## src/rtl/inst_loader_pkg.sv

```systemverilog
// rtl/inst_loader_pkg.sv - shared constants and FSM state codes for the boot-stream instruction loader
package inst_loader_pkg;

    // Length header and instruction words are both 4 bytes, little-endian.
    localparam int LEN_BYTES   = 4;
    localparam int INSTR_WIDTH = 32;
    localparam int BYTE_CNT_W  = $clog2(LEN_BYTES);

    typedef logic [2:0] state_t;

    localparam logic [2:0] ST_LEN   = 3'd0;
    localparam logic [2:0] ST_DATA  = 3'd1;
    localparam logic [2:0] ST_WRITE = 3'd2;
    localparam logic [2:0] ST_CHK   = 3'd3;
    localparam logic [2:0] ST_DONE  = 3'd4;
    localparam logic [2:0] ST_ERR   = 3'd5;

endpackage

```

## src/rtl/inst_loader_if.sv

```systemverilog
// rtl/inst_loader_if.sv - byte-stream input and instruction-memory write bus of the loader
//
// Signals:
//   in_byte / in_byte_valid / out_byte_ready : boot byte stream, consumed when valid & ready
//   out_IM_wr_en / out_IM_addr / out_IM_wr_data : one-cycle instruction-memory write
//   out_done_load_inst / out_load_error          : sticky completion / abort status
// Modports: slave = loader side, master = stream source / memory side.
interface inst_loader_if #(
    parameter int DATA_WIDTH = 64
);
    logic                  in_byte_valid;
    logic [7:0]            in_byte;
    logic                  out_byte_ready;
    logic                  out_IM_wr_en;
    logic [DATA_WIDTH-1:0] out_IM_addr;
    logic [31:0]           out_IM_wr_data;
    logic                  out_done_load_inst;
    logic                  out_load_error;

    modport slave (
        input  in_byte_valid, in_byte,
        output out_byte_ready, out_IM_wr_en, out_IM_addr, out_IM_wr_data,
        output out_done_load_inst, out_load_error
    );

    modport master (
        output in_byte_valid, in_byte,
        input  out_byte_ready, out_IM_wr_en, out_IM_addr, out_IM_wr_data,
        input  out_done_load_inst, out_load_error
    );
endinterface

```

## src/rtl/inst_loader_asm.sv

```systemverilog
// rtl/inst_loader_asm.sv - 4-byte little-endian word assembler with byte counter and full flag
//
// Ports:
//   i_clk, i_rst_n  : clock, asynchronous active-low reset
//   i_accept        : a byte is consumed this cycle
//   i_byte          : the byte being consumed
//   o_word          : last assembled word (registered)
//   o_word_next     : word as it will look after this cycle's byte is merged
//   o_complete      : this cycle's accepted byte completes a word
//   o_full          : o_word holds a complete word not yet followed by a new byte
module inst_loader_asm
    import inst_loader_pkg::*;
(
    input  logic                   i_clk,
    input  logic                   i_rst_n,
    input  logic                   i_accept,
    input  logic [7:0]             i_byte,
    output logic [INSTR_WIDTH-1:0] o_word,
    output logic [INSTR_WIDTH-1:0] o_word_next,
    output logic                   o_complete,
    output logic                   o_full
);
    logic [BYTE_CNT_W-1:0]  r_cnt;
    logic [INSTR_WIDTH-1:0] r_word;
    logic                   r_full;

    // Byte lane chosen by the counter: byte 0 lands in bits [7:0].
    always_comb begin
        o_word_next = r_word;
        o_word_next[8*r_cnt +: 8] = i_byte;
    end

    assign o_complete = i_accept && (r_cnt == BYTE_CNT_W'(LEN_BYTES - 1));
    assign o_word     = r_word;
    assign o_full     = r_full;

    always_ff @(posedge i_clk or negedge i_rst_n) begin
        if (!i_rst_n) begin
            r_cnt  <= '0;
            r_word <= '0;
            r_full <= 1'b0;
        end else if (i_accept) begin
            r_cnt  <= r_cnt + 1'b1;
            r_word <= o_word_next;
            r_full <= o_complete;
        end
    end
endmodule

```

## src/rtl/inst_loader.sv

```systemverilog
// rtl/inst_loader.sv - boot-stream loader: length header, instruction words, IM writes
//
// Ports:
//   in_Clk : clock
//   Rst_N  : asynchronous active-low reset
//   bus    : inst_loader_if.slave (byte stream in, IM write and status out)
// Optional feature: define LOADER_CHECKSUM_EN to require a trailing XOR checksum byte.
module inst_loader
    import inst_loader_pkg::*;
#(
    parameter int                    DATA_WIDTH = 64,
    parameter int                    MAX_WORDS  = 1024,
    parameter logic [DATA_WIDTH-1:0] BASE_ADDR  = '0
) (
    input  logic          in_Clk,
    input  logic          Rst_N,
    inst_loader_if.slave  bus
);
    localparam int IDX_W = $clog2(MAX_WORDS + 1);

`ifdef LOADER_CHECKSUM_EN
    localparam logic [2:0] ST_END = ST_CHK;
`else
    localparam logic [2:0] ST_END = ST_DONE;
`endif

    state_t                 r_state;
    state_t                 w_state_nxt;
    logic                   r_live;
    logic [IDX_W-1:0]       r_index;
    logic [IDX_W-1:0]       r_count;
    logic                   w_ready;
    logic                   w_accept;
    logic                   w_asm_accept;
    logic                   w_complete;
    logic                   w_full;
    logic                   w_len_ok;
    logic [INSTR_WIDTH-1:0] w_word;
    logic [INSTR_WIDTH-1:0] w_word_next;

    // r_live keeps ready low until the first edge after reset release.
    assign w_ready      = r_live && (r_state == ST_LEN || r_state == ST_DATA || r_state == ST_CHK);
    assign w_accept     = w_ready && bus.in_byte_valid;
    assign w_asm_accept = w_accept && (r_state == ST_LEN || r_state == ST_DATA);
    assign w_len_ok     = (w_word_next <= INSTR_WIDTH'(MAX_WORDS));

    inst_loader_asm u_asm (
        .i_clk       (in_Clk),
        .i_rst_n     (Rst_N),
        .i_accept    (w_asm_accept),
        .i_byte      (bus.in_byte),
        .o_word      (w_word),
        .o_word_next (w_word_next),
        .o_complete  (w_complete),
        .o_full      (w_full)
    );

`ifdef LOADER_CHECKSUM_EN
    logic [7:0] r_chk;

    always_ff @(posedge in_Clk or negedge Rst_N) begin
        if (!Rst_N) begin
            r_chk <= 8'h00;
        end else if (w_asm_accept) begin
            r_chk <= r_chk ^ bus.in_byte;
        end
    end
`endif

    always_comb begin
        w_state_nxt = r_state;
        case (r_state)
            ST_LEN: begin
                if (w_asm_accept && w_complete) begin
                    if (w_word_next == '0)  w_state_nxt = ST_END;
                    else if (!w_len_ok)     w_state_nxt = ST_ERR;
                    else                    w_state_nxt = ST_DATA;
                end
            end
            ST_DATA: begin
                if (w_asm_accept && w_complete) w_state_nxt = ST_WRITE;
            end
            ST_WRITE: begin
                if (r_index + 1'b1 == r_count) w_state_nxt = ST_END;
                else                           w_state_nxt = ST_DATA;
            end
            ST_CHK: begin
`ifdef LOADER_CHECKSUM_EN
                if (w_accept) w_state_nxt = (bus.in_byte == r_chk) ? ST_DONE : ST_ERR;
`else
                w_state_nxt = ST_ERR;
`endif
            end
            default: w_state_nxt = r_state;
        endcase
    end

    always_ff @(posedge in_Clk or negedge Rst_N) begin
        if (!Rst_N) begin
            r_state <= ST_LEN;
            r_live  <= 1'b0;
            r_index <= '0;
            r_count <= '0;
        end else begin
            r_live  <= 1'b1;
            r_state <= w_state_nxt;
            if (r_state == ST_LEN && w_asm_accept && w_complete && w_len_ok)
                r_count <= w_word_next[IDX_W-1:0];
            if (r_state == ST_WRITE)
                r_index <= r_index + 1'b1;
        end
    end

    assign bus.out_byte_ready     = w_ready;
    assign bus.out_IM_wr_en       = (r_state == ST_WRITE) && w_full;
    assign bus.out_IM_addr        = BASE_ADDR + (DATA_WIDTH'(r_index) << 2);
    assign bus.out_IM_wr_data     = w_word;
    assign bus.out_done_load_inst = (r_state == ST_DONE);
    assign bus.out_load_error     = (r_state == ST_ERR);
endmodule

```

## src/flat_wrapper.sv

```systemverilog
// flat-port wrapper written by rule: the top's interface ports become plain ports
module inst_loader_flat import inst_loader_pkg::*;
#(
    parameter int                    DATA_WIDTH = 64,
    parameter int                    MAX_WORDS  = 1024,
    parameter logic [DATA_WIDTH-1:0] BASE_ADDR  = '0
)
  (in_Clk, Rst_N, bus_in_byte_valid, bus_in_byte, bus_out_byte_ready, bus_out_IM_wr_en, bus_out_IM_addr, bus_out_IM_wr_data, bus_out_done_load_inst, bus_out_load_error);
  inst_loader_if #(.DATA_WIDTH(DATA_WIDTH)) bus_i ();
  input  logic in_Clk;
  input  logic Rst_N;
  input wire logic [$bits(bus_i.in_byte_valid)-1:0] bus_in_byte_valid;
  input wire logic [$bits(bus_i.in_byte)-1:0] bus_in_byte;
  output wire logic [$bits(bus_i.out_byte_ready)-1:0] bus_out_byte_ready;
  output wire logic [$bits(bus_i.out_IM_wr_en)-1:0] bus_out_IM_wr_en;
  output wire logic [$bits(bus_i.out_IM_addr)-1:0] bus_out_IM_addr;
  output wire logic [$bits(bus_i.out_IM_wr_data)-1:0] bus_out_IM_wr_data;
  output wire logic [$bits(bus_i.out_done_load_inst)-1:0] bus_out_done_load_inst;
  output wire logic [$bits(bus_i.out_load_error)-1:0] bus_out_load_error;
  assign bus_i.in_byte_valid = bus_in_byte_valid;
  assign bus_i.in_byte = bus_in_byte;
  assign bus_out_byte_ready = bus_i.out_byte_ready;
  assign bus_out_IM_wr_en = bus_i.out_IM_wr_en;
  assign bus_out_IM_addr = bus_i.out_IM_addr;
  assign bus_out_IM_wr_data = bus_i.out_IM_wr_data;
  assign bus_out_done_load_inst = bus_i.out_done_load_inst;
  assign bus_out_load_error = bus_i.out_load_error;
  inst_loader #(.DATA_WIDTH(DATA_WIDTH), .MAX_WORDS(MAX_WORDS), .BASE_ADDR(BASE_ADDR)) u_core (.in_Clk(in_Clk), .Rst_N(Rst_N), .bus(bus_i));
endmodule
```

## config.mk

```make
export PLATFORM = sky130hd
export DESIGN_NAME = inst_loader_flat
export DESIGN_NICKNAME = d
export VERILOG_FILES = /design/src/rtl/inst_loader_pkg.sv /design/src/rtl/inst_loader_if.sv /design/src/rtl/inst_loader_asm.sv /design/src/rtl/inst_loader.sv /design/src/flat_wrapper.sv
export SDC_FILE = /design/constraint.sdc
export NUM_CORES = 1
export LEC_CHECK = 0
export ABC_AREA = 1
export CAP_MARGIN = 20
export CORE_MARGIN = 5
export CORE_UTILIZATION = 44
export CTS_CLUSTER_SIZE = 20
export DETAILED_ROUTE_END_ITERATION = 16
export PLACE_DENSITY = 0.79
export SYNTH_ARGS = -nofsm -noshare
export SYNTH_HDL_FRONTEND = slang
export SYNTH_SLANG_ARGS = --single-unit
```

## constraint.sdc

```tcl
create_clock -name in_Clk -period 2.3 [get_ports in_Clk]
set_input_delay 0.23 -clock in_Clk [delete_from_list [all_inputs] [get_ports in_Clk]]
set_output_delay 0.23 -clock in_Clk [all_outputs]
set_load 0.01 [all_outputs]
```

After elaboration in Yosys (flattened, before gate mapping)
Cells that the tools add are included.
{"block": "word_totals", "ff_bits": 61, "input_bits": 11, "out_inout_bits": 100, "elab_cells": 44}
{"block": "op_classes", "addsub": 3, "magnitude_cmp": 1, "n_eq_ne": 9, "shifts": 2, "muxes": 7, "n_reduce_logical": 15}
{"cell": "5-bit negation with 34-bit output", "n": 1}
{"cell": "8-bit by 34-bit variable shift with 32-bit output (first input constant)", "n": 1}
{"cell": "8-bit by 34-bit variable part select with 32-bit output", "n": 1}
{"cell": "32-bit bitwise mux", "n": 1}
{"cell": "32-bit by 11-bit less-or-equal comparator with 1-bit output (second input constant)", "n": 1}
{"cell": "32-bit zero test", "n": 1}
{"cell": "3-bit two-way mux", "n": 5}
{"cell": "3-bit one-hot mux with 4 select lines", "n": 1}
{"cell": "11-bit by 1-bit adder with 11-bit output (second input constant)", "n": 1}
{"cell": "11-bit == test", "n": 1}
{"cell": "1-bit logical AND", "n": 9}
{"cell": "3-bit by 2-bit == test with 1-bit output (second input constant)", "n": 2}
{"cell": "3-bit == test (second input constant)", "n": 2}
{"cell": "2-bit != test (second input constant)", "n": 2}
{"cell": "4-bit nonzero test", "n": 1}
{"cell": "3-bit by 1-bit == test with 1-bit output (second input constant)", "n": 1}
{"cell": "3-bit zero test", "n": 1}
{"cell": "3-bit AND reduction", "n": 1}
{"cell": "2-bit by 1-bit adder with 2-bit output (second input constant)", "n": 1}
{"cell": "2-bit == test (second input constant)", "n": 1}
{"cell": "1-bit logical OR", "n": 2}

Depth between registers and ports, before layout
Gate-level depths: netlist of run 1.
{"block": "depth", "ltp_word": 10, "mapped_depth": 16, "ltp_nobuf": 16}

Hierarchy
A second synthesis of run 1 with hierarchy kept.
{"block": "hier_totals", "hier_cells": 573, "area_unflattened_um2": 4175.3}
{"module": "inst_loader_asm", "n_inst": 1, "cells_per_inst": 278, "area_per_inst_um2": 2102.0}
{"module": "inst_loader", "n_inst": 1, "cells_per_inst": 295, "area_per_inst_um2": 2073.2}

Worst setup path after synthesis of run 1
No wires, ideal clock.
{"block": "synth_path", "path_kind": "register to register", "startpoint": "register u_core.u_asm.r_cnt[0]", "endpoint": "register u_core.r_count[10]", "setup_ns": 0.124, "t_arrival_ns": 2.126, "required_time_ns": 2.176, "slack_ns": 0.050, "path_stages_with_launch": 13, "path_buffers": 1, "cell_sequence": "dfrtp_1 inv_4 ha_1 nand2_1 inv_2 a21oi_1 and2_1 nand2_1 nand2_1 nand4_4 buf_6 nand2_1 o21ai_2"}
{"block": "synth_between", "elab_chain_cells": 5, "word_cells_on_any_way": 9}
{"item": "start: declaration", "line": "inst_loader_asm.sv:23", "text": "logic [BYTE_CNT_W-1:0] r_cnt;"}
{"item": "start signal: assignment", "line": "inst_loader_asm.sv:43", "text": "r_cnt <= r_cnt + 1'b1;"}
{"item": "5-bit negation with 34-bit output", "line": "inst_loader_asm.sv:30", "text": "o_word_next[8*r_cnt +: 8] = i_byte;"}
{"item": "8-bit by 34-bit variable part select with 32-bit output or 8-bit by 34-bit variable shift with 32-bit output (tied branches)", "line": "inst_loader_asm.sv:30"}
{"item": "32-bit bitwise mux", "line": "inst_loader_asm.sv:30"}
{"item": "32-bit by 11-bit less-or-equal comparator with 1-bit output", "line": "inst_loader.sv:45", "text": "assign w_len_ok = (w_word_next <= INSTR_WIDTH'(MAX_WORDS));"}
{"item": "1-bit logical AND", "line": "inst_loader.sv:107", "text": "if (r_state == ST_LEN && w_asm_accept && w_complete && w_len_ok)"}
{"item": "end signal: assignment", "line": "inst_loader.sv:108", "text": "r_count <= w_word_next[IDX_W-1:0];"}
{"item": "end: declaration", "line": "inst_loader.sv:31", "text": "logic [IDX_W-1:0] r_count;"}
Several ways; a longest one is shown, not always the timed one.
A chain may end at the register's enable or synchronous reset.

Worst setup path after layout of run 1
{"block": "layout_path", "startpoint": "register u_core.u_asm.r_cnt[1]", "endpoint": "register u_core.r_count[1]"}
The elaborated chain is that of the path after synthesis.

==> results of run 1 <==
-- metrics by stage --
step	util	hold WS [ns]	std cells	total power, mW	instance area [um2]
2_1_floorplan	-	-0.06559	612	1.215	4224
3_3_place_gp	0.5027	0.1605	727	1.198	4557
3_5_place_dp	0.5027	0.1713	727	1.200	4557
4_1_cts	0.5270	0.3406	744	2.179	4777
5_1_grt	0.5362	0.3704	744	2.242	4861
6_report	0.5362	0.3375	744	2.159	4861
-- final timing paths --
kind,endpoint,slack [ns],cells past startpoint
max,u_core.r_count[1],0.09,14
min in group in_Clk,u_core.r_count[6],0.49,2
min,u_core.r_index[1],0.34,2
max reg2reg,u_core.r_count[1],0.09,14
max in group asynchronous,u_core.u_asm.r_cnt[1],1.30,3
min reg2reg,u_core.r_count[6],0.49,2
-- logic make-up (layout without fill, tap and decap cells) --
group                    after synthesis  count (layout)  share of synthesized area
other                                  2              54                   0.001864
AO/OA/AOI/OAI                         78              78                     0.1149
adder cells (fa/ha/maj)                6               6                    0.01863
flip-flops                            61              61                     0.3789
XOR/XNOR                               4               4                    0.01211
buffers and inverters                136             157                     0.1854
AND/OR/NAND/NOR                      273             273                     0.2882
-- cell usage after synthesis, drive strengths merged --
cell / count / share of area
buf: 59 / 0.11
xor2: 3 / 0.0065
a21oi: 8 / 0.013
a21boi: 1 / 0.0019
clkbuf: 7 / 0.0065
o22ai: 6 / 0.0093
xnor3: 1 / 0.0056
o21bai: 2 / 0.0037
a22oi: 2 / 0.0037
nor3: 5 / 0.0062
inv: 70 / 0.066
conb: 2 / 0.0019
dfrtp: 61 / 0.38
ha: 6 / 0.019
nand4: 10 / 0.021
nand3: 37 / 0.049
nand2: 159 / 0.15
nand3b: 2 / 0.0037
and2: 3 / 0.0047
nor2: 57 / 0.056
o21ai: 59 / 0.084
-- worst max-delay path, delay by kind of cell (launching register included) --
family	cells	cell delay [ns]
AO/OA/AOI/OAI	1	0.05
adder cells (fa/ha/maj)	1	0.34
buffers and inverters	2	0.29
flip-flops	1	0.43
AND/OR/NAND/NOR	10	0.98
-- state kept, by name, indices dropped and copies added (netlist names) --
register             flops
u_core.r_live            1
u_core.u_asm.o_word     32
u_core.r_count          11
u_core.u_asm.o_full      1
u_core.r_state           3
u_core.r_index          11
u_core.u_asm.r_cnt       2
-- layout make-up --
type,instances,share of cell area
clock buffers,10,0.02831
clock inverters,6,0.01287
inverters,70,0.05457
multi-input cells,415,0.4198
flip-flops and latches,61,0.3140
well taps,111,0.02857
repair buffers,71,0.1418
-- layer usage --
layer	part of all wire	vias up	routed length (um)	GRT usage
met5	0	-	0	0
met4	0.019	0	187	0.06290
met3	0.072	18	725	0.05818
met2	0.49	152	4935	0.3015
met1	0.42	1716	4165	0.2119
li1	-	1796	-	-
-- what timing repair did --
| item | in CTS | in global routing |
|---|---|---|
| setup endpoints to repair | 11 | 14 |
| gates resized for setup | 3 | 23 |
| hold buffers | 1 | 0 |
| endpoints found under the hold margin | 13 | 0 |
| cloned | 0 | 0 |
| pin swaps | 0 | 2 |
-- power groups by stage --
stage                     Sequential, mW  Clock (mW)  Combinational (mW)
after detailed placement            1.09           0               0.105
after global routing                1.07        1.05               0.124
after floorplan                     1.09           0               0.120
after global placement              1.09           0               0.104
after CTS                           1.07       0.998               0.107
final                               1.07       0.975               0.110
==> metrics.md, run 1 <==
| Metric | Value |
|---|---|
| Seq cells post-synth | a little over 60 |
| DR vias/cell | a little under 5 |
| Die height | 105.7 um |
| PwrDens | roughly 440 nW/um2 |
| Register share of total power | 0.497 |
| Setup TNS | 0 ns |
| Final wirelength | roughly 10 mm |
| H-Tree Depth | 3 |
| Critical path launch point type | register |
| Core ar. | a little over 9000 um2 |
| Synthesized area | just over 4000 um2 |
| CP startpoint | u_core.u_asm.r_cnt[1] |
| Leak pwr | around 2.4 nW |
| Clk sinks | 61 |
| Gr ovfl total | 0 |
| Max cap viols | 0 |
| Dpl ws | -0.01152 ns |
| Data required time of the worst path | about 2.5 ns |
| Chip Width | about 110 um |
| DIE AREA | between 10000 and 15000 um2 |
| Antenna fix cells | 0 |
| Clock Latency Late Sink | between 0.3 and 0.4 ns |
| Critical-path cell with the highest stage delay | dfrtp_1 |
| Share of layout cells above drive strength 1 | 0.1137 |
| Initial DRC Count | between 200 and 250 |
| Root Buffer Master | clkbuf_8 |
| Outcome | complete, no violations |
| Cell mode on critical path | nand2_1 |
| Commonest non-fill, non-tap cell in the layout | nand2_1 |
| First-pass GRT wire length | between 15 and 20 mm |
| Final Hold Vio Count | 0 |
| Syn avg cell area | approximately 7 um2 |
| F_max | about 450 MHz |
| Crit-path cells | inv_2, ha_4, nor2_4, nand3_1, nand2_1, nor2_1, nand2_1, nor2_1, nand3_1, nand2_2, nand4_4, buf_12, nand2_1, o21ai_2 |
| Final worst slack | approximately 0.094 ns |
| GPL Wtd Cong | ~0.96 |
| Most frequent cells in the layout | 157 x nand2_1, 61 x inv_1, 61 x dfrtp_1 |
| TritonCTS clock tree | yes |
| CTS Buf Count | 9 |
| Mapped Cells | 560 |
| Port Buffers | 57 |
| Detailed Routing Iterations Pass 1 | 5 |
| Fill cells | 863 |
| FP Rows | 35 |
| DRC | 0 |
| Via count | between 3000 and 4000 |
| Initial antenna violation count | 0 |
| VDD IR max | between 0.3 and 0.4 mV |
| Num ports | between 100 and 150 |
| Layout area overhead | 20.65% |
| Drt wl/cell | between 10 and 15 um |
| Hold crit path type | in2async |
| Slew Limit Fails | 0 |
| Clock-pin slew on the worst setup and hold paths | 0.07 ns |
| YS warnings | 0 |
| Vias in the first global route | roughly 3600 |
| Crit-path max FO | 22 |
| Starting Density | 0.4444 |
| Final #Nets | ~650 |
| P_int | about 1.6 mW |
| Arrival time worst endpoint | between 2 and 2.5 ns |
| Register area | around 1500 um2 |
| ANT nets after route | 0 |
| Crit Path Category | reg2reg |
| Yosys cell types | 34 |
| Switching share of power | 0.2487 |
| Multi-input combinational cell area | 2041 um2 |
| Worst Setup End Kind | register |
| Largest net degree at the start of global routing | between 40 and 50 |
| # setup viols final | 0 |
| Max stage delay on crit path | approximately 0.43 ns |
| RSZ-0062 raised after global routing | yes |
| Sw Pwr | ~540 uW |
| Gate power share | 0.051 |
| Period minus WS final | roughly 2.2 ns |
| Post-DP HPWL | about 7.5 mm |
| Seq/Total Area, Yosys | 0.3789 |
| Worst-case clock buffer depth | 2 |
| Fin crit share | 0.9592 |
| Worst Skew | 0.01021 ns |
| Global Route Usage Sum | 0.1782 |
| Reg-to-Reg Start | u_core.u_asm.r_cnt[1] |
| Setup Fix Bufs, Post-CTS | 0 |
| Clk pwr share | 0.452 |
(Power assumes the default switching activity.)
==> run 2, diff against run 1 <==
--- a/config.mk
+++ b/config.mk
@@ -8,10 +8,10 @@
 export ABC_AREA = 1
 export CAP_MARGIN = 20
 export CORE_MARGIN = 5
-export CORE_UTILIZATION = 44
+export CORE_UTILIZATION = 53
 export CTS_CLUSTER_SIZE = 20
 export DETAILED_ROUTE_END_ITERATION = 16
-export PLACE_DENSITY = 0.79
+export PLACE_DENSITY = 0.89
 export SYNTH_ARGS = -nofsm -noshare
 export SYNTH_HDL_FRONTEND = slang
 export SYNTH_SLANG_ARGS = --single-unit
==> constraint.sdc (replaced) <==
create_clock -name in_Clk -period 2.6 [get_ports in_Clk]
set_input_delay 0.26 -clock in_Clk [delete_from_list [all_inputs] [get_ports in_Clk]]
set_output_delay 0.26 -clock in_Clk [all_outputs]
set_load 0.01 [all_outputs]
==> run 2 against run 1 <==
Compared with the run above: critical path depth is 3 lower; hold slack better by 0.15 ns; wire length is 2.7% higher; first-iteration DRC count is 30% higher; non-clock buffer count is 7 lower; via count is 0.27% higher; power is 3.4% lower; sequential cell count stayed put; sequential power is 11% lower.
==> metrics.md, run 2 (synthesis results as in run 1) <==
| Metric | Value |
|---|---|
| Final wirelength | 10.28 mm |
| Core ar. | between 7000 and 8000 um2 |
| Reg2reg end | u_core.r_count[10] |
| Critical-path cell with the highest stage delay | dfrtp_1 |
| Slew @ Worst Pin | 0.6605 ns |
| Share of layout cells above drive strength 1 | 0.07790 |
| Register area | around 1500 um2 |
| Commonest non-fill, non-tap cell in the layout | nand2_1 |
| Root Buffer Master | clkbuf_8 |
| Arrival time worst endpoint | 2.69 ns |
| Gr ovfl total | 0 |
| DR vias/cell | approximately 5 |
| Crit-path cells | inv_4, ha_1, inv_1, a22oi_1, nand2_1, nor2_1, nand2_1, nor2_4, nand4_2, nand2_1, o21ai_2 |
| Outcome | complete, no violations |
| R2R Setup Slk | roughly 0.13 ns |
| Num ports | roughly 110 |
| DIE AREA | between 9000 and 10000 um2 |
| Period minus WS final | between 2 and 2.5 ns |
| Global Route Usage Sum | 0.2127 |
| Final Hold Vio Count | 0 |
| Fill cells | between 600 and 700 |
| Clock-pin slew on the worst setup and hold paths | 0.08 ns |
| Max stage delay on crit path | between 0.4 and 0.5 ns |
| Initial DRC Count | 267 |
| Final #Nets | 641 |
| ANT nets after route | 0 |
| Clock Latency Late Sink | 0.34 ns |
| Die height | about 97 um |
| Setup Fix Bufs, Post-CTS | 0 |
| Data required time of the worst path | 2.82 ns |
| Crit Path Category | reg2reg |
| Cell mode on critical path | nand2_1 |
| # setup viols final | 0 |
| TritonCTS clock tree | yes |
| Drt wl/cell | ~14 um |
| Worst path top cell family by delay | simple AND/OR/NAND/NOR gates |
| Worst Skew | roughly 0.013 ns |
| Chip Width | between 90 and 100 um |
| Clk sinks | ~60 |
| Layout area overhead | 18.82% |
| CTS Buf Count | 9 |
| Crit path buf inv count | 2 |
| Via count | 3692 |
| Slew Limit Fails | 0 |
| Crit-path max FO | 11 |
| Post-Layout Inst Area | approximately 4800 um2 |
| Initial antenna violation count | 0 |
| PwrDens | roughly 440 nW/um2 |
| Reg-to-Reg Start | u_core.u_asm.r_cnt[0] |
| DRC | 0 |
| Worst-case clock buffer depth | 2 |
| Reg2Reg Depth | 11 |
| First-pass GRT wire length | roughly 17 mm |
| Leak pwr | about 2.4 nW |
| Detailed Routing Iterations Pass 1 | 6 |
| H-Tree Depth | 3 |
| Max reg flops | 32 |
| Worst slew margin | 0.5597 |
| Most frequent cells in the layout | 158 x nand2_1, 66 x inv_1, 61 x dfrtp_1 |
| Multi-input combinational cell area | around 2000 um2 |
| Largest net degree at the start of global routing | 45 |
| Critical path launch point type | register |
| GPL Wtd Cong | 0.9378 |
| Starting Density | 0.5496 |
| Antenna fix cells | 0 |
| Placed cell area | 4477 um2 |
| Worst path depth | 11 |
| Max cap viols | 0 |
| Hold crit path type | in2async |
| FP Rows | 31 |
| Port Buffers | between 50 and 60 |
| F_max | approximately 400 MHz |
| Hold slack | 0.4828 ns |
| Post-DP HPWL | 7.457 mm |
| VDD IR max | roughly 0.37 mV |
| Worst Setup End Kind | register |
| Fin crit share | 0.9519 |
| Vias in the first global route | around 3500 |
-- run 2: cell count changes in the layout (fill, tap and decap cells not counted), sizes merged --
cell      before  now
buf           14    7
clkinvlp       3    0
clkinv         2    1
bufinv         1    3
clkbuf        10   12
nand4         10   13
-- run 2: worst max path at each step --
stage                         end                   from  slack (ns)
6_report       u_core.r_count[10]  u_core.u_asm.r_cnt[0]        0.13
5_1_grt        u_core.r_count[10]  u_core.u_asm.r_cnt[0]       -0.03
4_1_cts         u_core.r_count[1]  u_core.u_asm.r_cnt[0]        0.06
3_5_place_dp    u_core.r_count[1]  u_core.u_asm.r_cnt[0]        0.08
3_3_place_gp    u_core.r_count[2]  u_core.u_asm.r_cnt[0]        0.19
2_1_floorplan  u_core.r_count[10]  u_core.u_asm.r_cnt[0]        0.35
-- run 2: through the flow --
| step | std cells | utilization | power (mW) | setup TNS (ns) | setup slack, ns |
|---|---|---|---|---|---|
| finish | 728 | 0.6530 | 2.086 | 0 | 0.1251 |
| global route | 728 | 0.6530 | 2.153 | -0.1204 | -0.02540 |
| CTS | 725 | 0.6448 | 2.093 | 0 | 0.06210 |
| detailed placement | 708 | 0.6107 | 1.060 | 0 | 0.07886 |
| global placement | 708 | 0.6107 | 1.060 | 0 | 0.1913 |
| floorplan | 612 | - | 1.074 | 0 | 0.3500 |
-- run 2: layout make-up --
type / count / share of cell area
multi-input combinational: 418 / 0.4200
timing repair buffer: 64 / 0.1296
tap: 99 / 0.02588
sequential: 61 / 0.3189
inverter: 70 / 0.05541
clock inverter: 4 / 0.01986
clock buffer: 12 / 0.03032
-- run 2: where the power goes --
part	internal, mW	total, mW	switching, mW	leakage (nW)
combinational	0.0208	0.0959	0.0751	1.48
sequential	0.949	0.950	0.000499	0.782
clock	0.663	1.04	0.377	0.121
total	1.63	2.09	0.453	2.38
-- run 2: worst register-to-register path, delay by kind of cell, from the launching register on --
kind | cells | cell delay, ns
DFF | 1 | 0.42
buffers and inverters | 2 | 0.25
adders and majority gates | 1 | 0.40
AOI/OAI and AO/OA | 2 | 0.31
and+or+nand+nor | 6 | 0.97
-- run 2: routing by layer --
layer  GRT usage  wire [um]
met5           0          0
met4     0.05832        133
met3     0.05169        730
met2      0.3710       5260
met1      0.2616       4158
-- run 2: what timing repair did --
action / 4_1_cts / 5_1_grt
hold buffers: 1 / 0
endpoints found under the setup margin: 0 / 11
resized for setup: 0 / 4
hold endpoints to repair: 26 / 0
